File: src/rtl/memory_pkg.sv
// Shared types for the memory block: word width and the in-flight read owner tag.
package memory_pkg;

  // Native datapath word width of the fabric.
  localparam int TIA_WORD_WIDTH = 32;

  // Width of the requester id field in an owner tag; covers up to 16 requesters.
  localparam int OWNER_ID_WIDTH = 4;

  // Owner of a RAM read: either the host, or PE requester 'id'.
  typedef struct packed {
    logic                      host;
    logic [OWNER_ID_WIDTH-1:0] id;
  } owner_t;

endpackage : memory_pkg

File: src/rtl/round_robin_arbiter.sv
// Combinational round-robin pick: first eligible requester at or above the
// pointer, wrapping around to the lowest index when nothing above is eligible.
module round_robin_arbiter #(
  parameter int NUM_REQUESTERS = 4,
  parameter int ID_WIDTH       = $clog2(NUM_REQUESTERS)
) (
  input  logic [NUM_REQUESTERS-1:0] eligible,
  input  logic [ID_WIDTH-1:0]       pointer,
  output logic [NUM_REQUESTERS-1:0] grant,
  output logic [ID_WIDTH-1:0]       grant_id,
  output logic                      grant_valid
);

  logic [NUM_REQUESTERS-1:0] upper_mask_s;
  logic [NUM_REQUESTERS-1:0] upper_eligible_s;
  logic                      upper_found_s;

  // Search the requesters at or above the pointer first, then wrap to the bottom.
  always_comb begin
    grant            = '0;
    grant_id         = '0;
    grant_valid      = 1'b0;
    upper_mask_s     = '0;
    upper_found_s    = 1'b0;
    for (int i = 0; i < NUM_REQUESTERS; i++) begin
      upper_mask_s[i] = (ID_WIDTH'(i) >= pointer);
    end
    upper_eligible_s = eligible & upper_mask_s;
    for (int i = 0; i < NUM_REQUESTERS; i++) begin
      if (!upper_found_s && upper_eligible_s[i]) begin
        grant[i]      = 1'b1;
        grant_id      = ID_WIDTH'(i);
        upper_found_s = 1'b1;
      end else begin
        upper_found_s = upper_found_s;
      end
    end
    grant_valid = upper_found_s;
    for (int i = 0; i < NUM_REQUESTERS; i++) begin
      if (!grant_valid && eligible[i]) begin
        grant[i]    = 1'b1;
        grant_id    = ID_WIDTH'(i);
        grant_valid = 1'b1;
      end else begin
        grant_valid = grant_valid;
      end
    end
  end

endmodule : round_robin_arbiter

File: src/rtl/memory_read_arbiter.sv
// Shares one RAM read port between the host mmio read path (absolute priority)
// and NUM_REQUESTERS PE read ports (round-robin), routing each 1-cycle-latency
// response back to the requester that issued it.
module memory_read_arbiter
  import memory_pkg::*;
#(
  parameter int NUM_REQUESTERS = 4,
  parameter int INDEX_WIDTH    = 10,
  parameter int WORD_WIDTH     = TIA_WORD_WIDTH
) (
  input  logic                                clock,
  input  logic                                reset,
  input  logic                                enable,
  input  logic [NUM_REQUESTERS-1:0]           req_valid,
  input  logic [NUM_REQUESTERS*INDEX_WIDTH-1:0] req_index,
  output logic [NUM_REQUESTERS-1:0]           req_ready,
  input  logic [NUM_REQUESTERS-1:0]           resp_ready,
  output logic [NUM_REQUESTERS-1:0]           resp_valid,
  output logic [WORD_WIDTH-1:0]               resp_data,
  input  logic                                host_read_req,
  input  logic [INDEX_WIDTH-1:0]              host_read_index,
  output logic                                host_read_ack,
  output logic [WORD_WIDTH-1:0]               host_read_data,
  output logic                                ram_read_enable,
  output logic [INDEX_WIDTH-1:0]              ram_read_index,
  input  logic [WORD_WIDTH-1:0]               ram_read_data,
  output logic                                quiescent
);

  localparam int ID_WIDTH = $clog2(NUM_REQUESTERS);

  logic [NUM_REQUESTERS-1:0] eligible_s;
  logic [NUM_REQUESTERS-1:0] grant_s;
  logic [ID_WIDTH-1:0]       grant_id_s;
  logic                      grant_valid_s;
  logic                      issue_allowed_s;
  logic                      host_busy_s;
  logic                      host_issue_s;
  logic                      pe_issue_s;
  logic [INDEX_WIDTH-1:0]    pe_index_s;
  logic [ID_WIDTH-1:0]       pointer_next_s;
  logic                      quiescent_next_s;
  owner_t                    issue_owner_s;

  logic [ID_WIDTH-1:0]       pointer_r;
  logic                      inflight_valid_r;
  owner_t                    inflight_owner_r;
  logic                      quiescent_r;

  round_robin_arbiter #(
    .NUM_REQUESTERS (NUM_REQUESTERS),
    .ID_WIDTH       (ID_WIDTH)
  ) u_round_robin_arbiter (
    .eligible    (eligible_s),
    .pointer     (pointer_r),
    .grant       (grant_s),
    .grant_id    (grant_id_s),
    .grant_valid (grant_valid_s)
  );

  // Issue stage: pick host or PE read, drive the RAM strobe and next pointer.
  always_comb begin
    eligible_s      = req_valid & resp_ready;
    issue_allowed_s = enable & ~reset;
    // A host read in flight is exactly the cycle its ack is shown; block re-issue then.
    host_busy_s     = inflight_valid_r & inflight_owner_r.host;
    host_issue_s    = issue_allowed_s & host_read_req & ~host_busy_s;
    pe_issue_s      = issue_allowed_s & ~host_issue_s & grant_valid_s;

    pe_index_s = '0;
    for (int i = 0; i < NUM_REQUESTERS; i++) begin
      if (grant_s[i]) begin
        pe_index_s = req_index[i*INDEX_WIDTH +: INDEX_WIDTH];
      end else begin
        pe_index_s = pe_index_s;
      end
    end

    ram_read_enable = host_issue_s | pe_issue_s;
    if (host_issue_s) begin
      ram_read_index = host_read_index;
    end else if (pe_issue_s) begin
      ram_read_index = pe_index_s;
    end else begin
      ram_read_index = '0;
    end

    if (pe_issue_s) begin
      req_ready = grant_s;
    end else begin
      req_ready = '0;
    end

    issue_owner_s.host = host_issue_s;
    if (host_issue_s) begin
      issue_owner_s.id = '0;
    end else begin
      issue_owner_s.id = OWNER_ID_WIDTH'(grant_id_s);
    end

    // The pointer moves only past an actual PE grant; host cycles leave it alone.
    if (pe_issue_s) begin
      if (grant_id_s == ID_WIDTH'(NUM_REQUESTERS - 1)) begin
        pointer_next_s = '0;
      end else begin
        pointer_next_s = grant_id_s + ID_WIDTH'(1);
      end
    end else begin
      pointer_next_s = pointer_r;
    end

    quiescent_next_s = ~(|req_valid) & ~host_read_req & ~inflight_valid_r;
  end

  // State: round-robin pointer, in-flight owner record and quiescent flag.
  always_ff @(posedge clock) begin
    if (reset) begin
      pointer_r        <= '0;
      inflight_valid_r <= 1'b0;
      inflight_owner_r <= '0;
      quiescent_r      <= 1'b0;
    end else begin
      pointer_r        <= pointer_next_s;
      inflight_valid_r <= host_issue_s | pe_issue_s;
      inflight_owner_r <= issue_owner_s;
      if (enable) begin
        quiescent_r <= quiescent_next_s;
      end
    end
  end

  // Response stage: decode the in-flight owner; reset suppresses any pending response.
  always_comb begin
    for (int i = 0; i < NUM_REQUESTERS; i++) begin
      resp_valid[i] = inflight_valid_r & ~inflight_owner_r.host &
                      (inflight_owner_r.id == OWNER_ID_WIDTH'(i)) & ~reset;
    end
    host_read_ack  = inflight_valid_r & inflight_owner_r.host & ~reset;
    resp_data      = ram_read_data;
    host_read_data = ram_read_data;
    quiescent      = quiescent_r & ~reset;
  end

endmodule : memory_read_arbiter

File: config.mk
export PLATFORM = sky130hd
export DESIGN_NAME = memory_read_arbiter
export DESIGN_NICKNAME = d
export VERILOG_FILES = /design/src/rtl/memory_pkg.sv /design/src/rtl/round_robin_arbiter.sv /design/src/rtl/memory_read_arbiter.sv
export SDC_FILE = /design/constraint.sdc
export NUM_CORES = 1
export LEC_CHECK = 0
export ABC_AREA = 1
export CAP_MARGIN = 40
export CELL_PAD_IN_SITES_DETAIL_PLACEMENT = 1
export CELL_PAD_IN_SITES_GLOBAL_PLACEMENT = 1
export CORE_MARGIN = 8
export CORE_UTILIZATION = 30
export CTS_BUF_LIST = sky130_fd_sc_hd__clkbuf_2 sky130_fd_sc_hd__clkbuf_4 sky130_fd_sc_hd__clkbuf_8
export DETAILED_ROUTE_END_ITERATION = 8
export DONT_BUFFER_PORTS = 1
export GPL_TIMING_DRIVEN = 0
export HOLD_SLACK_MARGIN = 0.08
export PLACE_DENSITY = 0.68
export SYNTH_ARGS = -nofsm -noshare
export SYNTH_HDL_FRONTEND = slang
export SYNTH_SLANG_ARGS = --single-unit
File: constraint.sdc
create_clock -name clock -period 1.8 [get_ports clock]
set_input_delay 0.36 -clock clock [delete_from_list [all_inputs] [get_ports clock]]
set_output_delay 0.36 -clock clock [all_outputs]
set_load 0.02 [all_outputs]
==> summary.md, run 1 <==
| Metric | Value |
|---|---|
| Outcome | `finished with violations` |
| Violations in the final reports | `negative setup slack` |
| Critical setup path kind | `reg -> out` |
| Via count | `1657` |
| Required time worst endpoint | `1.44 ns` |
| Largest fanout of any net on the critical path | `6` |
| Post-route design area | `0.002236 sq mm` |
| Post-detailed-placement cell area | `0.001767 sq mm` |
| Count of input and output buffers | `0` |
| Final design utilization | `43.23%` |
| Vias in the first global route | `1852` |
| Die area | `0.008024 sq mm` |
| Standby leakage power | `0.001162 uW` |
| Slowest stage cell, crit path | `sky130_fd_sc_hd__dfxtp_4` |
| DRT antenna net count | `0` |
| Fin crit period | `2.057 ns` |
| Count of mapped cells out of synthesis | `260` |
| Cells after DPL | `334` |
| Most repeated cell in the gate-level netlist after synthesis | `sky130_fd_sc_hd__nand2_1` |
| Met2 routed wirelength | `3.770 mm` |
| Overall die height | `89.58 microns` |
| Synth unique cells | `26` |
| Gr ovfl total | `0` |
| TritonCTS Sinks | `7` |
| Signal arrival time at the worst endpoint | `1.70 ns` |
| Cell at the root of the clock tree | `sky130_fd_sc_hd__clkbuf_8` |
| Final worst-path cycle share | `114.3%` |
| Count of filler cells inserted in the layout | `679` |
| Setup slack after placement | `-0.2430 ns` |
| Crit path capture type | `output port` |
| Fraction of final layout cells sized beyond drive strength 1 | `64.16%` |
| Power Density | `481.1 mW/mm^2` |
| Average detailed-routed wire length per instance | `18.90 microns` |
| Number of hold-slack violations in the final timing report | `0` |
| Number of primary I/O pins | `179` |
| Worst-Margin Slew | `0.4162 ns` |
| Number of flops mapped to enable cells by yosys | `0` |
| CTS H-tree depth | `1` |
| Worst voltage drop across the vdd grid | `0.4078 mV` |
| Cells along the critical path | `inv_4, nand2_4, nor2_4, nor2_4, inv_2, nor2_4, nand2_4, nor2_8, nand2_2, nand2_1, inv_1, nand2_2` |
| HPWL reported at the end of detailed placement | `5.220 mm` |
| Die boundary width | `89.58 microns` |
| Clock transition time at the flip-flop clock pins of the worst setup and hold paths | `0.04 ns` |
| CTS tree | `yes` |
| Cells taking the most area after synthesis | `sky130_fd_sc_hd__buf_4 (30%), sky130_fd_sc_hd__nand2_1 (21%), sky130_fd_sc_hd__dfxtp_1 (8.6%)` |
| Post-cts hold buffer count | `0` |
| Placer's final routability congestion estimate | `0.6831` |
| Core Rows | `26` |
| Global-route total usage across every layer | `14.67%` |
| Normalized max-slew margin | `72.15%` |
| CTS Buf Count | `3` |
| CTS max path bufs | `2` |
| Largest net degree at the start of global routing | `11` |
| Critical Path Source Type | `flop` |
| Number of synthesis warnings | `0` |
| Drt total wl | `6.861 mm` |
| Antenna violations before repair | `0` |
| Proportion of netlist area held by the largest area contributor | `29.58%` |
| Largest area contributor in the synthesized netlist | `sky130_fd_sc_hd__buf_4` |
| Ant diodes | `0` |
| Highest signal layer in the routed design | `met4` |
| Core outline area | `0.005172 sq mm` |
| Max-slew violation count | `0` |
| Proportion of register bits with asynchronous set or reset after synthesis | `0%` |
| DR DRC count | `0` |
| Effective utilization at floorplan | `31.40%` |
| Number of max-cap violations | `0` |
| Insertion delay of the later-clocked pin in the worst-skew pair | `0.23 ns` |
| Setup violations, final | `14` |
| Detailed-router iteration count before antenna repair | `2` |
| Layout Cells excl Fill | `363` |
| Hold Crit Class | `in -> reg` |
| Area growth from synthesis to layout | `37.67%` |
| Number of storage elements in the synthesis netlist | `7` |
| DR vias/cell | `4.565` |
| Maximum clock frequency | `486.2 MHz` |
| Iter 0 DRT Violations | `10` |
| Number of nets in the final layout | `388` |
| Largest clock skew in the final design | `0.003842 ns` |
| Max incr delay on CP | `0.37 ns` |
| WL met1 | `2.194 mm` |
| Routed wl met3 | `848 microns` |
| Total power draw | `1076 uW` |
| Min setup slack post-route | `-0.2569 ns` |
| Post-synthesis net count | `354` |
| Unrepaired setup endpoints after global routing | `yes` |
| Post-synthesis sequential area ratio | `8.629%` |
| Post-synthesis area per instance | `6.246 sq um` |
| Post-synthesis instance area | `0.001624 sq mm` |
| Most numerous cell on the critical path | `sky130_fd_sc_hd__nor2_4` |
| Most frequently used flop master after synthesis | `sky130_fd_sc_hd__dfxtp_1` |
| Synth cell count leaders | `sky130_fd_sc_hd__nand2_1 (93), sky130_fd_sc_hd__buf_4 (64), sky130_fd_sc_hd__inv_1 (18), sky130_fd_sc_hd__nand2_2 (16)` |
| Wire length of the first global-routing pass | `9.066 mm` |
==> state kept, by name, summed over array words and instances (netlist names) <==
register / flops
quiescent_r: 1
inflight_valid_r: 1
pointer_r: 2
inflight_owner_r: 3
==> kinds of logic after synthesis <==
group | after synthesis | share of synthesized area [%]
compound gates | 15 | 6.702
buf+inv | 95 | 38.37
flops | 7 | 8.628
simple gates | 143 | 46.30
==> layout make-up <==
type,instances,area (sq um),share of cell area [%]
buffer,68,528.0,23.62
inverter,27,113.9,5.092
multi-input combinational,162,1091,48.80
sequential,7,146.4,6.547
timing repair buffer,25,220.2,9.849
tap,70,87.58,3.917
clock buffer,4,48.80,2.182
==> worst max-delay path: cells and delay by family, from the launching register on <==
| kind | cells | cell delay (ns) |
|---|---|---|
| buffers and inverters | 3 | 0.15 |
| DFF | 1 | 0.37 |
| and+or+nand+nor | 9 | 0.94 |
==> where the power goes <==
| part | internal (uW) | switching (uW) | leakage, uW |
|---|---|---|---|
| Clock | 169 | 76.4 | 0.0000262 |
| Sequential | 166 | 9.92 | 0.0000588 |
| Combinational | 261 | 393 | 0.00108 |
| Total | 596 | 480 | 0.00116 |
==> layer usage <==
layer / track usage, % / vias to the layer above
met5: 0 / -
met1: 13.72 / 740
li1: - / 800
met3: 4.459 / 6
met4: 3.927 / 0
met2: 29.55 / 111
==> stage by stage <==
stage	TNS [ns]	hold slack, ns
after floorplan	-0.01377	0.4501
after CTS	-2.531	0.2486
after global routing	-3.886	0.2460
after detailed placement	-2.085	0.4742
final	-2.523	0.2446
after global placement	-1.941	0.4694
==> timing repair <==
item                                    CTS  global route
endpoints found under the setup margin   15            15
gates cloned                              5             0
gates resized for setup                  40            23
pin swaps                                22            17
buffers inserted                         15             6
==> path summary, 6_finish.rpt <==
path / start / to / slack [ns] / depth (start not counted)
max: pointer_r[1] / ram_read_index[4] / -0.26 / 12
min: enable / quiescent_r / 0.24 / 1
max reg2reg: pointer_r[1] / pointer_r[1] / 0.04 / 12
min reg2reg: quiescent_r / quiescent_r / 0.49 / 2
==> cells in the final DEF, fill, tap and decap left out, types with 2 or more instances in the layout <==
master and count:
sky130_fd_sc_hd__a21oi_2 2, sky130_fd_sc_hd__clkbuf_8 3, sky130_fd_sc_hd__clkdlybuf4s18_2 4, sky130_fd_sc_hd__o21bai_4 2
sky130_fd_sc_hd__nand2_2 26, sky130_fd_sc_hd__nor3_1 3, sky130_fd_sc_hd__nor3_2 2, sky130_fd_sc_hd__inv_1 13
sky130_fd_sc_hd__nand2_8 2, sky130_fd_sc_hd__inv_2 10, sky130_fd_sc_hd__nand2_1 72, sky130_fd_sc_hd__nand3_2 2
sky130_fd_sc_hd__nand2_4 14, sky130_fd_sc_hd__dfxtp_2 2, sky130_fd_sc_hd__buf_4 79, sky130_fd_sc_hd__buf_6 8
sky130_fd_sc_hd__nor2_4 10, sky130_fd_sc_hd__o21ai_2 7, sky130_fd_sc_hd__nor4_1 5, sky130_fd_sc_hd__nor2_2 2
sky130_fd_sc_hd__nor2_1 3, sky130_fd_sc_hd__inv_4 3, sky130_fd_sc_hd__dfxtp_1 4, sky130_fd_sc_hd__nand3_4 3
Power figures use the tool's default switching activity.
==> run 2: changes to the inputs <==
CORE_MARGIN = 10   (was 8)
==> run 2 against run 1 <==
  * The run still ends with negative setup slack left
  * Hold slack better by 0.0015 ns
  * Sequential share of layout area down 0.080 points
  * Flip-flop and latch count unchanged
  * Largest power group unchanged
==> summary.md, run 2 (same netlist as run 1, synthesis figures left out) <==
| Metric | Value |
|---|---|
| Routing usage on met1 | `13.84% (+0.12 points)` |
| Detailed-router iteration count before antenna repair | `4 (+2)` |
| Commonest non-fill, non-tap cells in the layout | `sky130_fd_sc_hd__buf_4 (78), sky130_fd_sc_hd__nand2_1 (67), sky130_fd_sc_hd__nand2_2 (30)` |
| Wire length of the first global-routing pass | `9.756 mm (+7.6%)` |
| Drt total wl | `6.729 mm (-1.9%)` |
| Number of nets in the final layout | `387 (-0.26%)` |
| Post-detailed-placement cell area | `0.001767 sq mm (unchanged)` |
| Crit path capture type | `output port` |
| Most numerous cell on the critical path | `sky130_fd_sc_hd__inv_2` |
| Power Density | `472.5 mW/mm^2 (-1.8%)` |
| Die area | `0.008756 sq mm (+9.1%)` |
| Antenna violations before repair | `0 (unchanged)` |
| Leading registers by flop count | `inflight_owner_r x3, pointer_r x2` |
| Post-cts hold buffer count | `0 (unchanged)` |
| Number of hold-slack violations in the final timing report | `0 (unchanged)` |
| Critical Path Source Type | `flop` |
| Global-route total usage across every layer | `13.48% (-1.2 points)` |
| Gr ovfl total | `0 (unchanged)` |
| Max incr delay on CP | `0.37 ns (about the same)` |
| Ant diodes | `0 (unchanged)` |
| Total power draw | `1069 uW (-0.58%)` |
| Core outline area | `0.005172 sq mm (unchanged)` |
| Largest fanout of any net on the critical path | `6 (unchanged)` |
| DR vias/cell | `4.436 (-2.8%)` |
| Setup slack after placement | `-0.2556 ns (-0.01260 ns)` |
| Insertion delay of the later-clocked pin in the worst-skew pair | `0.23 ns (about the same)` |
| Standby leakage power | `0.001161 uW (-0.12%)` |
| Worst voltage drop across the vdd grid | `0.4442 mV (+8.9%)` |
| Min setup slack post-route | `-0.2909 ns (-0.03392 ns)` |
| Via count | `1606 (-3.1%)` |
| Number of max-cap violations | `0 (unchanged)` |
| Register with the highest flop count | `inflight_owner_r` |
| Number of buffers and inverters on the critical path | `4 (+1)` |
| Fin crit period | `2.091 ns (+0.03392 ns)` |
| Clock transition time at the flip-flop clock pins of the worst setup and hold paths | `0.04 ns (about the same)` |
| Signal arrival time at the worst endpoint | `1.73 ns (+0.03 ns)` |
| Effective utilization at floorplan | `31.40% (unchanged)` |
| HPWL reported at the end of detailed placement | `5.563 mm (+6.6%)` |
| GR Util met3 | `5.995% (+1.5 points)` |
| Placer's final routability congestion estimate | `0.7441 (+8.9%)` |
| Final design utilization | `43.76% (+0.53 points)` |
| Critical setup path kind | `reg -> out` |
| Cell at the root of the clock tree | `sky130_fd_sc_hd__clkbuf_8` |
| Slowest stage cell, crit path | `sky130_fd_sc_hd__dfxtp_4` |
| Area growth from synthesis to layout | `39.37%` |
| Core Rows | `26 (unchanged)` |
| Normalized max-slew margin | `73.15% (+1.0 points)` |
| Die boundary width | `93.58 microns (+4.5%)` |
| Unrepaired setup endpoints after global routing | `yes` |
| Vias in the first global route | `1842 (-0.54%)` |
| CTS Buf Count | `3 (unchanged)` |
| TritonCTS Sinks | `7 (unchanged)` |
| Final worst-path cycle share | `116.2% (+1.9 points)` |
| DRT antenna net count | `0 (unchanged)` |
| CTS H-tree depth | `1 (unchanged)` |
| Average detailed-routed wire length per instance | `18.59 microns (-1.7%)` |
| Most frequent standard cell in the layout excluding fill and tap cells | `sky130_fd_sc_hd__buf_4` |
| Largest net degree at the start of global routing | `11 (unchanged)` |
| Violations in the final reports | `negative setup slack` |
| Maximum clock frequency | `478.3 MHz (-1.6%)` |
| Iter 0 DRT Violations | `24 (+14)` |
| Met2 usage in global routing | `25.41% (-4.1 points)` |
| Number of primary I/O pins | `179 (unchanged)` |
| CTS tree | `yes` |
| Largest register FFs | `3 (unchanged)` |
| Cells along the critical path | `inv_4, nand3_4, inv_2, nor2_4, inv_2, nor2_4, nand2_4, nor2_8, nand2_2, nand2_2, inv_2, nand2_4` |
| Max-slew violation count | `0 (unchanged)` |
| Setup violations, final | `15 (+1)` |
| Delay-heaviest family, CP | `simple AND/OR/NAND/NOR gates` |
| Count of input and output buffers | `0 (unchanged)` |
| Largest clock skew in the final design | `0.001393 ns (-0.002449 ns)` |
| Overall die height | `93.58 microns (+4.5%)` |
| DR DRC count | `0 (unchanged)` |
| Post-route design area | `0.002263 sq mm (+1.2%)` |
| Most utilized layer in the global route result | `met2` |
| Required time worst endpoint | `1.44 ns (about the same)` |
| Outcome | `finished with violations` |
| Fraction of final layout cells sized beyond drive strength 1 | `66.10% (+1.9 points)` |
| Hold Crit Class | `in -> reg` |
| CTS max path bufs | `2 (unchanged)` |
| Worst-Margin Slew | `0.4012 ns (-0.01503 ns)` |
## run 2: layer usage
| layer | wire length [microns] | vias to the layer above |
|---|---|---|
| met5 | 0 | - |
| met4 | 8 | 0 |
| met3 | 858 | 2 |
| met2 | 3530 | 109 |
| met1 | 2332 | 697 |
| li1 | - | 798 |
## run 2: repair_timing
action,4_1_cts,5_1_grt
buffers inserted,10,9
cloned,4,1
setup endpoints to repair,15,15
pin swaps,23,24
resized for setup,42,29
## run 2: per-stage QoR
| step | std cells | setup TNS (ns) | hold slack (ns) |
|---|---|---|---|
| global route | 362 | -4.529 | 0.2439 |
| CTS | 352 | -2.811 | 0.2464 |
| floorplan | 260 | -0.01377 | 0.4501 |
| global placement | 330 | -1.979 | 0.4694 |
| finish | 362 | -2.890 | 0.2461 |
| detailed placement | 334 | -2.144 | 0.4745 |
## run 2: power breakdown
part	internal (uW)	leakage (uW)	total (uW)	switching (uW)
Combinational	261	0.00108	657	396
Clock	168	0.0000262	235	67.3
Sequential	166	0.0000588	177	10.2
Total	596	0.00116	1070	474
## run 2: layout make-up
type	count	area (sq um)
inverters	27	111.4
clock buffers	4	48.80
fillers	657	2909
multi-input cells	162	1134
plain buffers	68	523.0
repair buffers	24	212.7
well taps	70	87.58
flip-flops and latches	7	146.4
## run 2: worst paths after layout
kind,from,to,slack (ns),cells past startpoint
setup / recovery,pointer_r[1],ram_read_index[9],-0.29,12
hold / removal,enable,quiescent_r,0.25,1
setup reg to reg,pointer_r[1],pointer_r[1],0.23,11
hold reg to reg,quiescent_r,quiescent_r,0.49,2
